### src/rtl/mux_rr_arbiter_if.sv
// Handshake bundle between requesters and the round-robin mux arbiter.
// The lock signal exists only when MUX_ARB_LOCK_EN is defined.
interface mux_rr_arbiter_if #(
    parameter int unsigned N     = 32,
    parameter int unsigned SEL_W = 5
);
    logic [N-1:0]     req;
    logic             done;
`ifdef MUX_ARB_LOCK_EN
    logic             lock;
`endif
    logic [SEL_W-1:0] sel;
    logic [N-1:0]     grant;
    logic             gnt_valid;
    logic             timeout;

`ifdef MUX_ARB_LOCK_EN
    modport master (output req, done, lock, input sel, grant, gnt_valid, timeout);
    modport slave  (input req, done, lock, output sel, grant, gnt_valid, timeout);
`else
    modport master (output req, done, input sel, grant, gnt_valid, timeout);
    modport slave  (input req, done, output sel, grant, gnt_valid, timeout);
`endif
endinterface

### src/rtl/mux_rr_arbiter.sv
// Round-robin arbiter owning the select of a shared 32:1 word mux, with hold timeout.
// Optional owner lock for atomic multi-beat sequences: define MUX_ARB_LOCK_EN.
module mux_rr_arbiter #(
    parameter int unsigned N        = 32,
    parameter int unsigned SEL_W    = 5,
    parameter int unsigned MAX_HOLD = 16
) (
    input  logic              clk,
    input  logic              rst,
    mux_rr_arbiter_if.slave   bus
);
    localparam int unsigned HOLD_W = 8;
    localparam int unsigned SUM_W  = SEL_W + 1;

    localparam logic [0:0] IDLE = 1'b0;
    localparam logic [0:0] BUSY = 1'b1;

    logic [0:0]        state_q, state_nxt;
    logic [SEL_W-1:0]  sel_q, sel_nxt;
    logic [SEL_W-1:0]  last_q, last_nxt;
    logic [N-1:0]      grant_q, grant_nxt;
    logic              gv_q, gv_nxt;
    logic              to_q, to_nxt;
    logic [HOLD_W-1:0] hold_q, hold_nxt;

    logic [N-1:0]      scan_c;
    logic [N-1:0]      rot_c;
    logic [SEL_W-1:0]  start_c;
    logic [SEL_W-1:0]  off_c;
    logic [SEL_W-1:0]  win_c;
    logic [SUM_W-1:0]  sum_c;
    logic              found_c;
    logic              locked_c;
    logic              owner_req_c;
    logic              rel_done_c;
    logic              rel_wd_c;
    logic              rel_to_c;
    logic              release_c;

`ifdef MUX_ARB_LOCK_EN
    assign locked_c = bus.lock;
`else
    assign locked_c = 1'b0;
`endif

    // Current owner is excluded so a releasing owner is never regranted back-to-back.
    assign scan_c  = bus.req & ~grant_q;
    assign start_c = (last_q == SEL_W'(N - 1)) ? '0 : SEL_W'(last_q + 1'b1);
    assign rot_c   = N'({scan_c, scan_c} >> start_c);

    // First set bit of the rotated request vector.
    always_comb begin
        found_c = 1'b0;
        off_c   = '0;
        for (int i = 0; i < int'(N); i++) begin
            if (!found_c && rot_c[i]) begin
                found_c = 1'b1;
                off_c   = SEL_W'(i);
            end
        end
    end

    assign sum_c = SUM_W'(start_c) + SUM_W'(off_c);
    assign win_c = (sum_c >= SUM_W'(N)) ? SEL_W'(sum_c - SUM_W'(N)) : SEL_W'(sum_c);

    assign owner_req_c = |(bus.req & grant_q);
    assign rel_done_c  = (state_q == BUSY) && bus.done && !locked_c;
    assign rel_wd_c    = (state_q == BUSY) && !owner_req_c && !locked_c;
    assign rel_to_c    = (state_q == BUSY) && (hold_q >= HOLD_W'(MAX_HOLD - 1)) && !locked_c;
    assign release_c   = rel_done_c || rel_wd_c || rel_to_c;

    // Next-state and registered-output values.
    always_comb begin
        state_nxt = state_q;
        sel_nxt   = sel_q;
        last_nxt  = last_q;
        grant_nxt = grant_q;
        gv_nxt    = gv_q;
        to_nxt    = 1'b0;
        hold_nxt  = hold_q;

        case (state_q)
            IDLE: begin
                grant_nxt = '0;
                gv_nxt    = 1'b0;
                if (found_c) begin
                    state_nxt = BUSY;
                    sel_nxt   = win_c;
                    last_nxt  = win_c;
                    grant_nxt = N'(1) << win_c;
                    gv_nxt    = 1'b1;
                    hold_nxt  = '0;
                end
            end
            BUSY: begin
                if (!locked_c && (hold_q != HOLD_W'(MAX_HOLD))) begin
                    hold_nxt = HOLD_W'(hold_q + 1'b1);
                end
                if (release_c) begin
                    // Voluntary release (done or withdrawal) suppresses the timeout pulse.
                    to_nxt = !(rel_done_c || rel_wd_c);
                    if (found_c) begin
                        sel_nxt   = win_c;
                        last_nxt  = win_c;
                        grant_nxt = N'(1) << win_c;
                        gv_nxt    = 1'b1;
                        hold_nxt  = '0;
                    end else begin
                        state_nxt = IDLE;
                        grant_nxt = '0;
                        gv_nxt    = 1'b0;
                    end
                end
            end
            default: begin
                state_nxt = IDLE;
                grant_nxt = '0;
                gv_nxt    = 1'b0;
            end
        endcase
    end

    // Reset leaves last pointing at N-1 so requester 0 wins first.
    always_ff @(posedge clk or posedge rst) begin
        if (rst) begin
            state_q <= IDLE;
            sel_q   <= '0;
            last_q  <= SEL_W'(N - 1);
            grant_q <= '0;
            gv_q    <= 1'b0;
            to_q    <= 1'b0;
            hold_q  <= '0;
        end else begin
            state_q <= state_nxt;
            sel_q   <= sel_nxt;
            last_q  <= last_nxt;
            grant_q <= grant_nxt;
            gv_q    <= gv_nxt;
            to_q    <= to_nxt;
            hold_q  <= hold_nxt;
        end
    end

    assign bus.sel       = sel_q;
    assign bus.grant     = grant_q;
    assign bus.gnt_valid = gv_q;
    assign bus.timeout   = to_q;

    a_grant_onehot: assert property (@(posedge clk) disable iff (rst) $onehot0(grant_q));
    a_grant_valid:  assert property (@(posedge clk) disable iff (rst) ((grant_q != '0) == gv_q));
    a_sel_matches:  assert property (@(posedge clk) disable iff (rst) (!gv_q || grant_q[sel_q]));

endmodule

### src/flat_wrapper.sv
// flat-port wrapper written by rule: the top's interface ports become plain ports
module mux_rr_arbiter_flat 
#(
    parameter int unsigned N        = 32,
    parameter int unsigned SEL_W    = 5,
    parameter int unsigned MAX_HOLD = 16
)
  (clk, rst, bus_req, bus_done, bus_sel, bus_grant, bus_gnt_valid, bus_timeout);
  mux_rr_arbiter_if #(.N(N), .SEL_W(SEL_W)) bus_i ();
  input  logic clk;
  input  logic rst;
  input wire logic [$bits(bus_i.req)-1:0] bus_req;
  input wire logic [$bits(bus_i.done)-1:0] bus_done;
  output wire logic [$bits(bus_i.sel)-1:0] bus_sel;
  output wire logic [$bits(bus_i.grant)-1:0] bus_grant;
  output wire logic [$bits(bus_i.gnt_valid)-1:0] bus_gnt_valid;
  output wire logic [$bits(bus_i.timeout)-1:0] bus_timeout;
  assign bus_i.req = bus_req;
  assign bus_i.done = bus_done;
  assign bus_sel = bus_i.sel;
  assign bus_grant = bus_i.grant;
  assign bus_gnt_valid = bus_i.gnt_valid;
  assign bus_timeout = bus_i.timeout;
  mux_rr_arbiter #(.N(N), .SEL_W(SEL_W), .MAX_HOLD(MAX_HOLD)) u_core (.clk(clk), .rst(rst), .bus(bus_i));
endmodule
### config.mk
export PLATFORM = sky130hd
export DESIGN_NAME = mux_rr_arbiter_flat
export DESIGN_NICKNAME = d
export VERILOG_FILES = /design/src/rtl/mux_rr_arbiter_if.sv /design/src/rtl/mux_rr_arbiter.sv /design/src/flat_wrapper.sv
export SDC_FILE = /design/constraint.sdc
export NUM_CORES = 1
export LEC_CHECK = 0
export BUFFER_PORTS_ARGS = -buffer_cell sky130_fd_sc_hd__buf_2
export CORE_MARGIN = 2
export CORE_UTILIZATION = 45
export CTS_CLUSTER_DIAMETER = 100
export DETAILED_ROUTE_END_ITERATION = 16
export PLACE_DENSITY = 0.67
export REMOVE_ABC_BUFFERS = 1
export SYNTH_ARGS = -nofsm -noshare
export SYNTH_HDL_FRONTEND = slang
export SYNTH_SLANG_ARGS = --single-unit
export TNS_END_PERCENT = 5
### constraint.sdc
create_clock -name clk -period 5 [get_ports clk]
set_input_delay 0.5 -clock clk [delete_from_list [all_inputs] [get_ports clk]]
set_output_delay 0.5 -clock clk [all_outputs]
set_load 0.01 [all_outputs]
-- Word level (Yosys, flattened, before mapping)
Cells that the tools add are included.
- bits in registers: 53
- input port bits: 35
- output and inout bits: 39
- logic and storage cells: 179
- add/subtract/negate cells: 4
- magnitude comparators: 2
- equal/unequal tests: 4
- shift-type cells: 2
- multiplexer cells: 86
- bitwise logic cells: 4
- reduce and logical (&&, ||, !) cells: 70
- operators by type and width (operator ; count):
    two-way mux 5 bit ; 36
    bitwise AND 32 bit ; 2
    two-way mux 32 bit ; 2
    one-hot mux 32 bit (2 select lines) ; 1
    right shift 64 x 5 -> 32 bit ; 1
    two-way mux 1 bit ; 38
    logical AND 1 bit ; 34
    zero test 1 bit ; 33
    two-way mux 8 bit ; 4
    inverter 32 bit ; 1
    OR reduction 32 bit ; 1
    << shifter 1 x 5 -> 32 bit (first input constant) ; 1
    one-hot mux 5 bit (2 select lines) ; 2
    one-hot mux 8 bit (2 select lines) ; 1
    adder 8 x 1 -> 8 bit (second input constant) ; 1
    >= comparator 8 x 4 -> 1 bit (second input constant) ; 1
    inequality test 8 x 5 -> 1 bit (second input constant) ; 1
    adder 5 x 5 -> 6 bit ; 1
    >= comparator 6 bit (second input constant) ; 1
    adder 5 x 1 -> 5 bit (second input constant) ; 1
    == test 5 bit (second input constant) ; 1
    subtractor 5 x 1 -> 5 bit (second input constant) ; 1
    one-hot mux 1 bit (2 select lines) ; 2
    logical OR 1 bit ; 2
    3 further kinds ; 3

-- Depth between registers and ports, before layout
Gate-level depths: netlist of run 1.
- depth after elaboration: 104
- gate-level depth with buffers: 25
- gate-level depth less buffers: 21

-- Worst setup path before layout of run 1
OpenSTA, ideal clock, no wires.
- path type: register to register
- start: register u_core.last_q[0]
- end: register u_core.grant_q[10] (netlist: u_core.bus.grant[10])
- library setup time: 0.069 ns
- data arrival time: 5.501 ns
- data required time: 4.931 ns
- slack: -0.570 ns
- stages on the path, launching flop included: 22
- path buffers: 4
- clock period less this slack: 5.570 ns
- cell sequence: dfstp_2 -> ha_1 -> and3_1 -> ha_1 -> buf_6 -> nor2_1 -> mux2i_1 -> buf_4 -> buf_6 -> buf_6 -> mux2i_1 -> nand3_1 -> a21oi_1 -> a2bb2o_1 -> o311a_1 -> o311ai_0 -> ha_1 -> a21o_1 -> a21oi_1 -> xnor2_1 -> nor3b_1 -> a32o_1
- cells in the longest elaborated chain, start to end: 104
- elaborated cells on any way between the ends: 137
- classes of those cells: 3 x add/sub; 1 x order compare; 1 x eq/ne; 2 x shift; 68 x mux; 62 x reduce/logical
- RTL lines (item ; line ; text):
    from (decl) ; mux_rr_arbiter.sv:20 ; logic [SEL_W-1:0] last_q, last_nxt;
    from (signal assigned) ; mux_rr_arbiter.sv:128 ; last_q <= SEL_W'(N - 1);
    from (signal assigned) ; mux_rr_arbiter.sv:136 ; last_q <= last_nxt;
    adder 5 x 1 -> 5 bit or == test 5 bit (tied branches) ; mux_rr_arbiter.sv:48 ; assign start_c = (last_q == SEL_W'(N - 1)) ? '0 : SEL_W'(last_q + 1'b1);
    two-way mux 5 bit (*) ; mux_rr_arbiter.sv:48 ;
    right shift 64 x 5 -> 32 bit ; mux_rr_arbiter.sv:49 ; assign rot_c = N'({scan_c, scan_c} >> start_c);
    two-way mux 1 bit ; mux_rr_arbiter.sv:56 ; if (!found_c && rot_c[i]) begin
    zero test 1 bit ; mux_rr_arbiter.sv:56 ;
    logical AND 1 bit ; mux_rr_arbiter.sv:56 ;
    two-way mux 1 bit ; mux_rr_arbiter.sv:56 ;
    zero test 1 bit ; mux_rr_arbiter.sv:56 ;
    (+88 left out) ; - ;
    two-way mux 5 bit ; mux_rr_arbiter.sv:56 ;
    adder 5 x 5 -> 6 bit ; mux_rr_arbiter.sv:63 ; assign sum_c = SUM_W'(start_c) + SUM_W'(off_c);
    subtractor 5 x 1 -> 5 bit or >= comparator 6 bit (tied branches) ; mux_rr_arbiter.sv:64 ; assign win_c = (sum_c >= SUM_W'(N)) ? SEL_W'(sum_c - SUM_W'(N)) : SEL_W'(sum_c);
    two-way mux 5 bit ; mux_rr_arbiter.sv:64 ;
    << shifter 1 x 5 -> 32 bit ; mux_rr_arbiter.sv:90, mux_rr_arbiter.sv:105 ;
    two-way mux 32 bit (*) ; mux_rr_arbiter.sv:86, mux_rr_arbiter.sv:102 ;
    two-way mux 32 bit ; mux_rr_arbiter.sv:99 ; if (release_c) begin
    one-hot mux 32 bit (2 select lines) (*) ; mux_rr_arbiter.sv:82 ; case (state_q)
    to (signal assigned) ; mux_rr_arbiter.sv:137 ; grant_q <= grant_nxt;
    to (decl) ; mux_rr_arbiter.sv:21 ; logic [N-1:0] grant_q, grant_nxt;
Every way passes the cells marked *; elsewhere a longest branch is shown, timed or not. The select of a mux whose other input is x is not followed.
A chain may end at the register's enable or synchronous reset.

-- Worst setup path after layout of run 1
- start: register u_core.last_q[1]
- end: register u_core.grant_q[8] (netlist: u_core.bus.grant[8])
The elaborated chain is that of the path after synthesis.

==> tab_implementation.tex, run 1 <==
\begin{tabular}{lr}
\hline
Metric & Value \\
\hline
\multicolumn{2}{l}{\textbf{Clock tree}} \\
Clock sink count & 53 \\
Number of CTS-inserted buffers & 5 \\
Reg clk slew, reported paths & 0.06 ns \\
CTS tree & yes \\
H-tree lvl count & 2 \\
Clk buf depth & 2 \\
Clk\_lat worst skew & 0.29 ns \\
Clock Tree Root & sky130\_fd\_sc\_hd\_\_clkbuf\_16 \\
\multicolumn{2}{l}{\textbf{Detailed routing}} \\
Drt pass-1 iters & 5 \\
DR DRC count & 0 \\
Iter 0 DRT Violations & 565 \\
Detailed-route vias per instance & 6.57 \\
Count of vias placed by the detailed router & 6,232 \\
Detailed-route wire length per cell & 23.3 um \\
Count of antenna-violating nets left after detailed routing & 0 \\
Detailed-route wire length & 22,100 um \\
\multicolumn{2}{l}{\textbf{Logic synthesis}} \\
Cell type contributing the most total cell area after synthesis & sky130\_fd\_sc\_hd\_\_dfrtp\_1 \\
Dominant cells by area after synthesis & sky130\_fd\_sc\_hd\_\_dfrtp\_1, sky130\_fd\_sc\_hd\_\_mux2i\_1, sky130\_fd\_sc\_hd\_\_mux4\_2 \\
Synthesis-stage register bit count & 53 \\
Area of the mapped netlist & 5470 um2 \\
Fraction of registers with async set/reset & 100\% \\
Most used flip-flop cell after synthesis & sky130\_fd\_sc\_hd\_\_dfrtp\_1 \\
Yosys Warn Count & 0 \\
Sequential area share after synthesis & 24.4\% \\
Cell count after synthesis & 568 \\
Number of distinct library cell variants in the gate-level netlist after synthesis & 80 \\
Mean area per synthesized cell & 9.63 um2 \\
Post-synth top area share & 22.0\% \\
Number of flops mapped to enable cells by yosys & 0 \\
\multicolumn{2}{l}{\textbf{Finish}} \\
Layout overhead on the synthesized area & 56.7\% \\
Fraction of layout cells with a size suffix above 1 & 56.2\% \\
Final instance area & 8570 um2 \\
Layout Utilization & 71.6\% \\
Area of combinational cells with multiple inputs & 4830 um2 \\
Post-layout nets & 845 \\
Most common cell after layout, fill and taps aside & sky130\_fd\_sc\_hd\_\_buf\_4 \\
Final cell count without fillers & 949 \\
Most frequent cells in the layout & sky130\_fd\_sc\_hd\_\_buf\_4, sky130\_fd\_sc\_hd\_\_buf\_2, sky130\_fd\_sc\_hd\_\_dfrtp\_1, sky130\_fd\_sc\_hd\_\_nor2b\_1, sky130\_fd\_sc\_hd\_\_a32o\_1 \\
FF/Latch Area & 1330 um2 \\
Count of fill cells added during filler insertion & 843 \\
Number of inserted diodes & 0 \\
\multicolumn{2}{l}{\textbf{Floorplanning}} \\
Total die area & 13,100 um2 \\
FP Rows & 40 \\
Starting density of the core & 45.7\% \\
Horizontal die dimension & 114 um \\
I/O pin count & 74 \\
Area of the core & 12,000 um2 \\
Die boundary height & 114 um \\
\multicolumn{2}{l}{\textbf{Placement}} \\
DP Area & 7050 um2 \\
Number of port buffers & 73 \\
Half-perimeter wire length of the detailed placement result & 15,400 um \\
Post-Place Cells & 908 \\
GP Congestion & 1.04 \\
\multicolumn{2}{l}{\textbf{Worst setup path}} \\
Number of cells on the worst reg-to-reg path & 23 \\
Data arrival time of the critical path & 5.64 ns \\
Required time reported for the critical path endpoint & 5.17 ns \\
Worst Path Max Fanout & 9 \\
Critical path start-end classification & flip-flop to flip-flop \\
Worst R2R Start & u\_core.last\_q[1]\$\_DFFE\_PP1P\_ \\
Element type at the critical path start & flip-flop \\
Category of the worst setup path capture point & flip-flop \\
Setup slack on the worst flop-to-flop path & -0.47 ns \\
Worst reg2reg endpoint & u\_core.bus.grant[8]\$\_DFFE\_PP0N\_ \\
\multicolumn{2}{l}{\textbf{Job}} \\
Total of max-cap violations & 0 \\
\multicolumn{2}{l}{\textbf{STA}} \\
Final Hold Vio Count & 0 \\
RSZ-0062 raised after global routing & true \\
Tcrit/Tclk final & 109\% \\
Number of max-slew violations in the final report & 0 \\
Worst max-slew margin expressed relative to the limit & 26.3\% \\
Final clock skew & 0.00801 ns \\
Slack of the critical path & -0.470 ns \\
Setup-failing EPs final & 40 \\
Achievable Freq & 0.183 GHz \\
Slew at the pin closest to its max-slew limit & 1.10 ns \\
Post-layout min period & 5.47 ns \\
\multicolumn{2}{l}{\textbf{GRT}} \\
Combined global-route utilization of all metal layers & 31.9\% \\
Grt total ovfl & 0 \\
Wire length of the first global-routing pass & 32,700 um \\
Maximum number of pins on one net before global-route repair & 54 \\
Vias in the first global route & 5,950 \\
Initial antenna violation count & 0 \\
\multicolumn{2}{l}{\textbf{Run status}} \\
Failing checks & setup timing \\
Result of the run & finished with violations \\
\multicolumn{2}{l}{\textbf{Worst hold path}} \\
Worst Min Path Start & bus\_done \\
Number of cells on the worst hold path & 2 \\
Hold EP & u\_core.bus.timeout\$\_DFF\_PP0\_ \\
Hold WC Path Type & input pin to flip-flop \\
\hline
\end{tabular}
==> worst max path at each step <==
stage	from	end	slack (ns)	cells after the start
floorplan	u_core.last_q[0]$_DFFE_PP1P_	u_core.bus.grant[10]$_DFFE_PP0N_	-3.19	18
global placement	u_core.last_q[0]$_DFFE_PP1P_	u_core.bus.grant[1]$_DFFE_PP0N_	-1.04	20
global route	u_core.last_q[1]$_DFFE_PP1P_	u_core.bus.grant[9]$_DFFE_PP0N_	-0.60	23
detailed placement	u_core.last_q[1]$_DFFE_PP1P_	u_core.bus.grant[24]$_DFFE_PP0N_	-1.02	24
finish	u_core.last_q[1]$_DFFE_PP1P_	u_core.bus.grant[8]$_DFFE_PP0N_	-0.47	23
CTS	u_core.last_q[1]$_DFFE_PP1P_	u_core.bus.grant[3]$_DFFE_PP0N_	-0.41	21
==> cells by family (layout without fill, tap and decap cells) <==
kind of cell,after synthesis,count (layout),synth area share (%)
DFF,53,53,24.4
adders and majority gates,9,9,2.20
buffers and inverters,45,279,4.85
muxes,105,105,23.6
xor gates and xnor gates,12,12,2.33
AOI/OAI and AO/OA,163,163,24.2
and+or+nand+nor,181,181,18.5
==> Yosys cell counts, drive strengths merged (4+ instances only) <==
cell type,n
ha,8
o211ai,4
mux2i,70
a221oi,15
mux2,19
a22o,4
a21oi,29
xor2,5
a32o,33
and3,11
mux4,16
nand2b,4
nand3,24
clkbuf,15
a211oi,4
nand4,5
a22oi,10
or2,4
dfstp,5
a21o,6
nor2b,41
nor3,13
dfrtp,48
xnor2,7
nor4b,7
o31ai,5
nand2,23
a2111oi,10
inv,8
nor2,31
nor3b,5
o21ai,9
nor4,4
and2,4
buf,20
==> flip-flops by register name, summed over array words and instances (netlist names) <==
register and flops:
u_core.last_q 5, u_core.bus.gnt_valid 1, u_core.bus.sel 5, u_core.state_q 1, u_core.hold_q 8, u_core.bus.grant 32
u_core.bus.timeout 1
==> worst max-delay path, cell delays in order, from the launching register on <==
cell	delay [ns]
sky130_fd_sc_hd__dfstp_2	0.57
sky130_fd_sc_hd__ha_4	0.14
sky130_fd_sc_hd__and3_4	0.18
sky130_fd_sc_hd__ha_4	0.14
sky130_fd_sc_hd__or2_4	0.22
sky130_fd_sc_hd__buf_12	0.16
sky130_fd_sc_hd__mux2i_2	0.35
sky130_fd_sc_hd__mux2i_2	0.19
sky130_fd_sc_hd__mux4_2	0.57
sky130_fd_sc_hd__buf_4	0.17
sky130_fd_sc_hd__a21oi_1	0.13
sky130_fd_sc_hd__nor2_1	0.10
sky130_fd_sc_hd__o21ai_0	0.23
sky130_fd_sc_hd__a211oi_1	0.13
sky130_fd_sc_hd__o211ai_1	0.17
sky130_fd_sc_hd__nand3_1	0.14
sky130_fd_sc_hd__ha_2	0.22
sky130_fd_sc_hd__fa_2	0.37
sky130_fd_sc_hd__a21o_1	0.19
sky130_fd_sc_hd__a21oi_4	0.18
sky130_fd_sc_hd__xnor2_4	0.19
sky130_fd_sc_hd__xnor2_4	0.16
sky130_fd_sc_hd__clkbuf_16	0.21
sky130_fd_sc_hd__a32o_1	0.22
==> repair_timing <==
item                       CTS  global route
gates resized for setup    127            75
pin swaps                   19            19
setup endpoints to repair   40            41
gates cloned                 2             3
setup buffers               13            17
hold buffers                 0             0
==> cell type report <==
class	count	area share [%]
Inverter	10	0.584
Clock inverter	1	0.350
Sequential cell	53	15.5
Multi-Input combinational cell	470	56.4
Tap cell	147	2.15
Clock buffer	7	1.66
Timing Repair Buffer	261	23.3
==> metal layers <==
layer / routed length [um] / track usage, % / vias up
met3: 1580 / 4.13 / 71
met4: 857 / 12.4 / 0
met2: 11100 / 53.8 / 332
li1: - / - / 2740
met5: 0 / 0 / -
met1: 8640 / 41.9 / 3089
==> stage by stage <==
step                TNS [ns]  setup WS [ns]  hold WS (ns)
detailed placement    -32.64          -1.02         0.477
global placement      -31.96          -1.04         0.469
CTS                   -13.90         -0.415         0.413
floorplan            -145.59          -3.19         0.484
finish                -15.24         -0.470         0.416
global route          -20.33         -0.595         0.418
Power of run 1 is not shown: default switching activity piles up to over one toggle a cycle in this logic, so the estimate is an artifact.
==> inputs of run 2 (changes only) <==
--- a/config.mk
+++ b/config.mk
@@ -10,8 +10,8 @@
 export CORE_UTILIZATION = 45
 export CTS_CLUSTER_DIAMETER = 100
 export DETAILED_ROUTE_END_ITERATION = 16
-export PLACE_DENSITY = 0.67
-export REMOVE_ABC_BUFFERS = 1
+export GPL_TIMING_DRIVEN = 0
+export PLACE_DENSITY_LB_ADDON = 0.05
 export SYNTH_ARGS = -nofsm -noshare
 export SYNTH_HDL_FRONTEND = slang
 export SYNTH_SLANG_ARGS = --single-unit
==> tab_implementation.tex, run 2 (same netlist as run 1, synthesis figures left out) <==
\begin{tabular}{lr}
\hline
Metric & Value \\
\hline
\multicolumn{2}{l}{\textbf{Floorplanning}} \\
Total die area & 13,100 um2 \\
I/O pin count & 74 \\
Die boundary height & 114 um \\
Starting density of the core & 45.7\% \\
Horizontal die dimension & 114 um \\
Area of the core & 12,000 um2 \\
FP Rows & 40 \\
\multicolumn{2}{l}{\textbf{Worst setup path}} \\
Number of cells on the worst reg-to-reg path & 22 \\
Element type at the critical path start & flip-flop \\
Setup slack on the worst flop-to-flop path & -0.66 ns \\
Required time reported for the critical path endpoint & 5.23 ns \\
Worst R2R Start & u\_core.last\_q[1]\$\_DFFE\_PP1P\_ \\
Worst reg2reg endpoint & u\_core.bus.grant[16]\$\_DFFE\_PP0N\_ \\
Endpoint of the most critical setup path & u\_core.bus.grant[16]\$\_DFFE\_PP0N\_ \\
Worst Path Max Fanout & 10 \\
Critical path start-end classification & flip-flop to flip-flop \\
Critical path launch point & u\_core.last\_q[1]\$\_DFFE\_PP1P\_ \\
Data arrival time of the critical path & 5.89 ns \\
Category of the worst setup path capture point & flip-flop \\
\multicolumn{2}{l}{\textbf{Detailed routing}} \\
Detailed-route wire length per cell & 24.8 um \\
Count of antenna-violating nets left after detailed routing & 0 \\
Detailed-route wire length & 20,400 um \\
Iter 0 DRT Violations & 425 \\
Detailed-route vias per instance & 6.87 \\
Count of vias placed by the detailed router & 5,671 \\
DR DRC count & 0 \\
Drt pass-1 iters & 5 \\
\multicolumn{2}{l}{\textbf{Clock tree}} \\
H-tree lvl count & 2 \\
Number of CTS-inserted buffers & 5 \\
Reg clk slew, reported paths & 0.07 ns \\
CTS tree & yes \\
Clock Tree Root & sky130\_fd\_sc\_hd\_\_clkbuf\_16 \\
Clock sink count & 53 \\
Clk\_lat worst skew & 0.30 ns \\
Clk buf depth & 2 \\
\multicolumn{2}{l}{\textbf{STA}} \\
Slew at the pin closest to its max-slew limit & 0.722 ns \\
Accumulated negative setup slack & -20.86 ns \\
Worst hold-check slack & 0.162 ns \\
RSZ-0062 raised after global routing & true \\
Worst max-slew margin expressed relative to the limit & 51.9\% \\
Number of max-slew violations in the final report & 0 \\
Tcrit/Tclk final & 113\% \\
Final Hold Vio Count & 0 \\
Setup-failing EPs final & 40 \\
Final clock skew & 0.00819 ns \\
Achievable Freq & 0.177 GHz \\
Slack of the critical path & -0.661 ns \\
Post-layout min period & 5.66 ns \\
\multicolumn{2}{l}{\textbf{GRT}} \\
Maximum number of pins on one net before global-route repair & 40 \\
Grt total ovfl & 0 \\
Initial antenna violation count & 0 \\
Wire length of the first global-routing pass & 32,400 um \\
Vias in the first global route & 5,781 \\
Combined global-route utilization of all metal layers & 32.1\% \\
\multicolumn{2}{l}{\textbf{Finish}} \\
Layout Utilization & 61.4\% \\
Flip-flop count of the largest register after layout & 32 \\
Number of inserted diodes & 0 \\
Post-layout nets & 721 \\
Most common cell after layout, fill and taps aside & sky130\_fd\_sc\_hd\_\_buf\_2 \\
Most frequent cells in the layout & sky130\_fd\_sc\_hd\_\_buf\_2, sky130\_fd\_sc\_hd\_\_dfrtp\_1, sky130\_fd\_sc\_hd\_\_nor2b\_1, sky130\_fd\_sc\_hd\_\_a32o\_1, sky130\_fd\_sc\_hd\_\_nor2\_1 \\
Layout overhead on the synthesized area & 34.3\% \\
Fraction of layout cells with a size suffix above 1 & 42.9\% \\
Count of fill cells added during filler insertion & 1,023 \\
\multicolumn{2}{l}{\textbf{Logic synthesis}} \\
Mapped Nets & 612 \\
\multicolumn{2}{l}{\textbf{Placement}} \\
GP Congestion & 0.950 \\
Number of port buffers & 73 \\
Half-perimeter wire length of the detailed placement result & 15,500 um \\
Dpl ws & -1.35 ns \\
\multicolumn{2}{l}{\textbf{Worst hold path}} \\
Hold WC Path Type & input pin to async pin \\
\multicolumn{2}{l}{\textbf{Job}} \\
Total of max-cap violations & 0 \\
\multicolumn{2}{l}{\textbf{Run status}} \\
Failing checks & setup timing \\
Result of the run & finished with violations \\
\hline
\end{tabular}
run 2: changes by cell type in the layout (fill, tap and decap cells not counted), moves of 5 or more:
| cell | delta |
|---|---|
| sky130_fd_sc_hd__nor4b_2 | -5 |
| sky130_fd_sc_hd__a21oi_1 | +5 |
| sky130_fd_sc_hd__a2111oi_2 | -5 |
| sky130_fd_sc_hd__nor4b_1 | +5 |
| sky130_fd_sc_hd__buf_4 | -143 |
| sky130_fd_sc_hd__buf_6 | +5 |
| sky130_fd_sc_hd__a21oi_2 | -5 |
| sky130_fd_sc_hd__clkbuf_1 | +12 |
| sky130_fd_sc_hd__a2111oi_0 | +6 |
run 2: worst max-delay path, cell delays in order (launching register included):
cell and delay [ns]:
sky130_fd_sc_hd__dfstp_2 0.39, sky130_fd_sc_hd__ha_4 0.15, sky130_fd_sc_hd__and3_4 0.18, sky130_fd_sc_hd__ha_4 0.18, sky130_fd_sc_hd__buf_2 0.19, sky130_fd_sc_hd__nor4b_1 0.51
sky130_fd_sc_hd__a2111oi_2 0.09, sky130_fd_sc_hd__a2111oi_0 0.63, sky130_fd_sc_hd__nor4_1 0.19, sky130_fd_sc_hd__nor2b_2 0.21, sky130_fd_sc_hd__a21oi_1 0.25, sky130_fd_sc_hd__a211o_2 0.18
sky130_fd_sc_hd__nor2_1 0.09, sky130_fd_sc_hd__a221oi_1 0.28, sky130_fd_sc_hd__nand3_1 0.17, sky130_fd_sc_hd__ha_2 0.25, sky130_fd_sc_hd__fa_2 0.37, sky130_fd_sc_hd__a21o_1 0.22
sky130_fd_sc_hd__a21oi_4 0.19, sky130_fd_sc_hd__xnor2_4 0.20, sky130_fd_sc_hd__xor2_4 0.33, sky130_fd_sc_hd__buf_6 0.17, sky130_fd_sc_hd__a32o_1 0.15
run 2: layout make-up:
type	count	area, um2	area share (%)
clock inverter	3	43.8	0.596
clock buffer	5	125	1.70
tap	147	184	2.50
inverter	10	41.3	0.562
buffer	33	243	3.30
timing repair buffer	104	688	9.37
multi-input combinational	470	4690	63.8
sequential	53	1330	18.1
run 2: through the flow:
| step | instance area, um2 | instances |
|---|---|---|
| finish | 7340 | 825 |
| global route | 7340 | 825 |
| CTS | 7160 | 823 |
| detailed placement | 6210 | 789 |
| global placement | 6190 | 788 |
| floorplan | 5640 | 568 |
run 2: metal layers:
layer | up-vias | GRT usage (%) | routed length [um]
met1 | 2798 | 41.5 | 8320
li1 | 2486 | - | -
met3 | 73 | 3.71 | 1260
met4 | 0 | 14.8 | 952
met5 | - | 0 | 0
met2 | 314 | 54.0 | 9890
run 2: what timing repair did:
item	4_1_cts	5_1_grt
hold buffers	0	0
setup endpoints to repair	46	46
pin swaps	19	23
setup buffers	25	3
gates resized for setup	101	37
gates cloned	2	0
run 2: how the worst min path moves through the flow:
stage | from | end | cells after the start
6_report | rst | u_core.hold_q[4]$_DFFE_PP0P_ | 2
5_1_grt | rst | u_core.hold_q[4]$_DFFE_PP0P_ | 2
4_1_cts | rst | u_core.hold_q[4]$_DFFE_PP0P_ | 2
3_5_place_dp | u_core.bus.sel[2]$_DFFE_PP0P_ | u_core.bus.sel[2]$_DFFE_PP0P_ | 1
3_3_place_gp | u_core.bus.sel[0]$_DFFE_PP0P_ | u_core.bus.sel[0]$_DFFE_PP0P_ | 1
2_1_floorplan | u_core.last_q[4]$_DFFE_PP1P_ | u_core.last_q[4]$_DFFE_PP1P_ | 2
Power of run 2 is left out for the same reason.
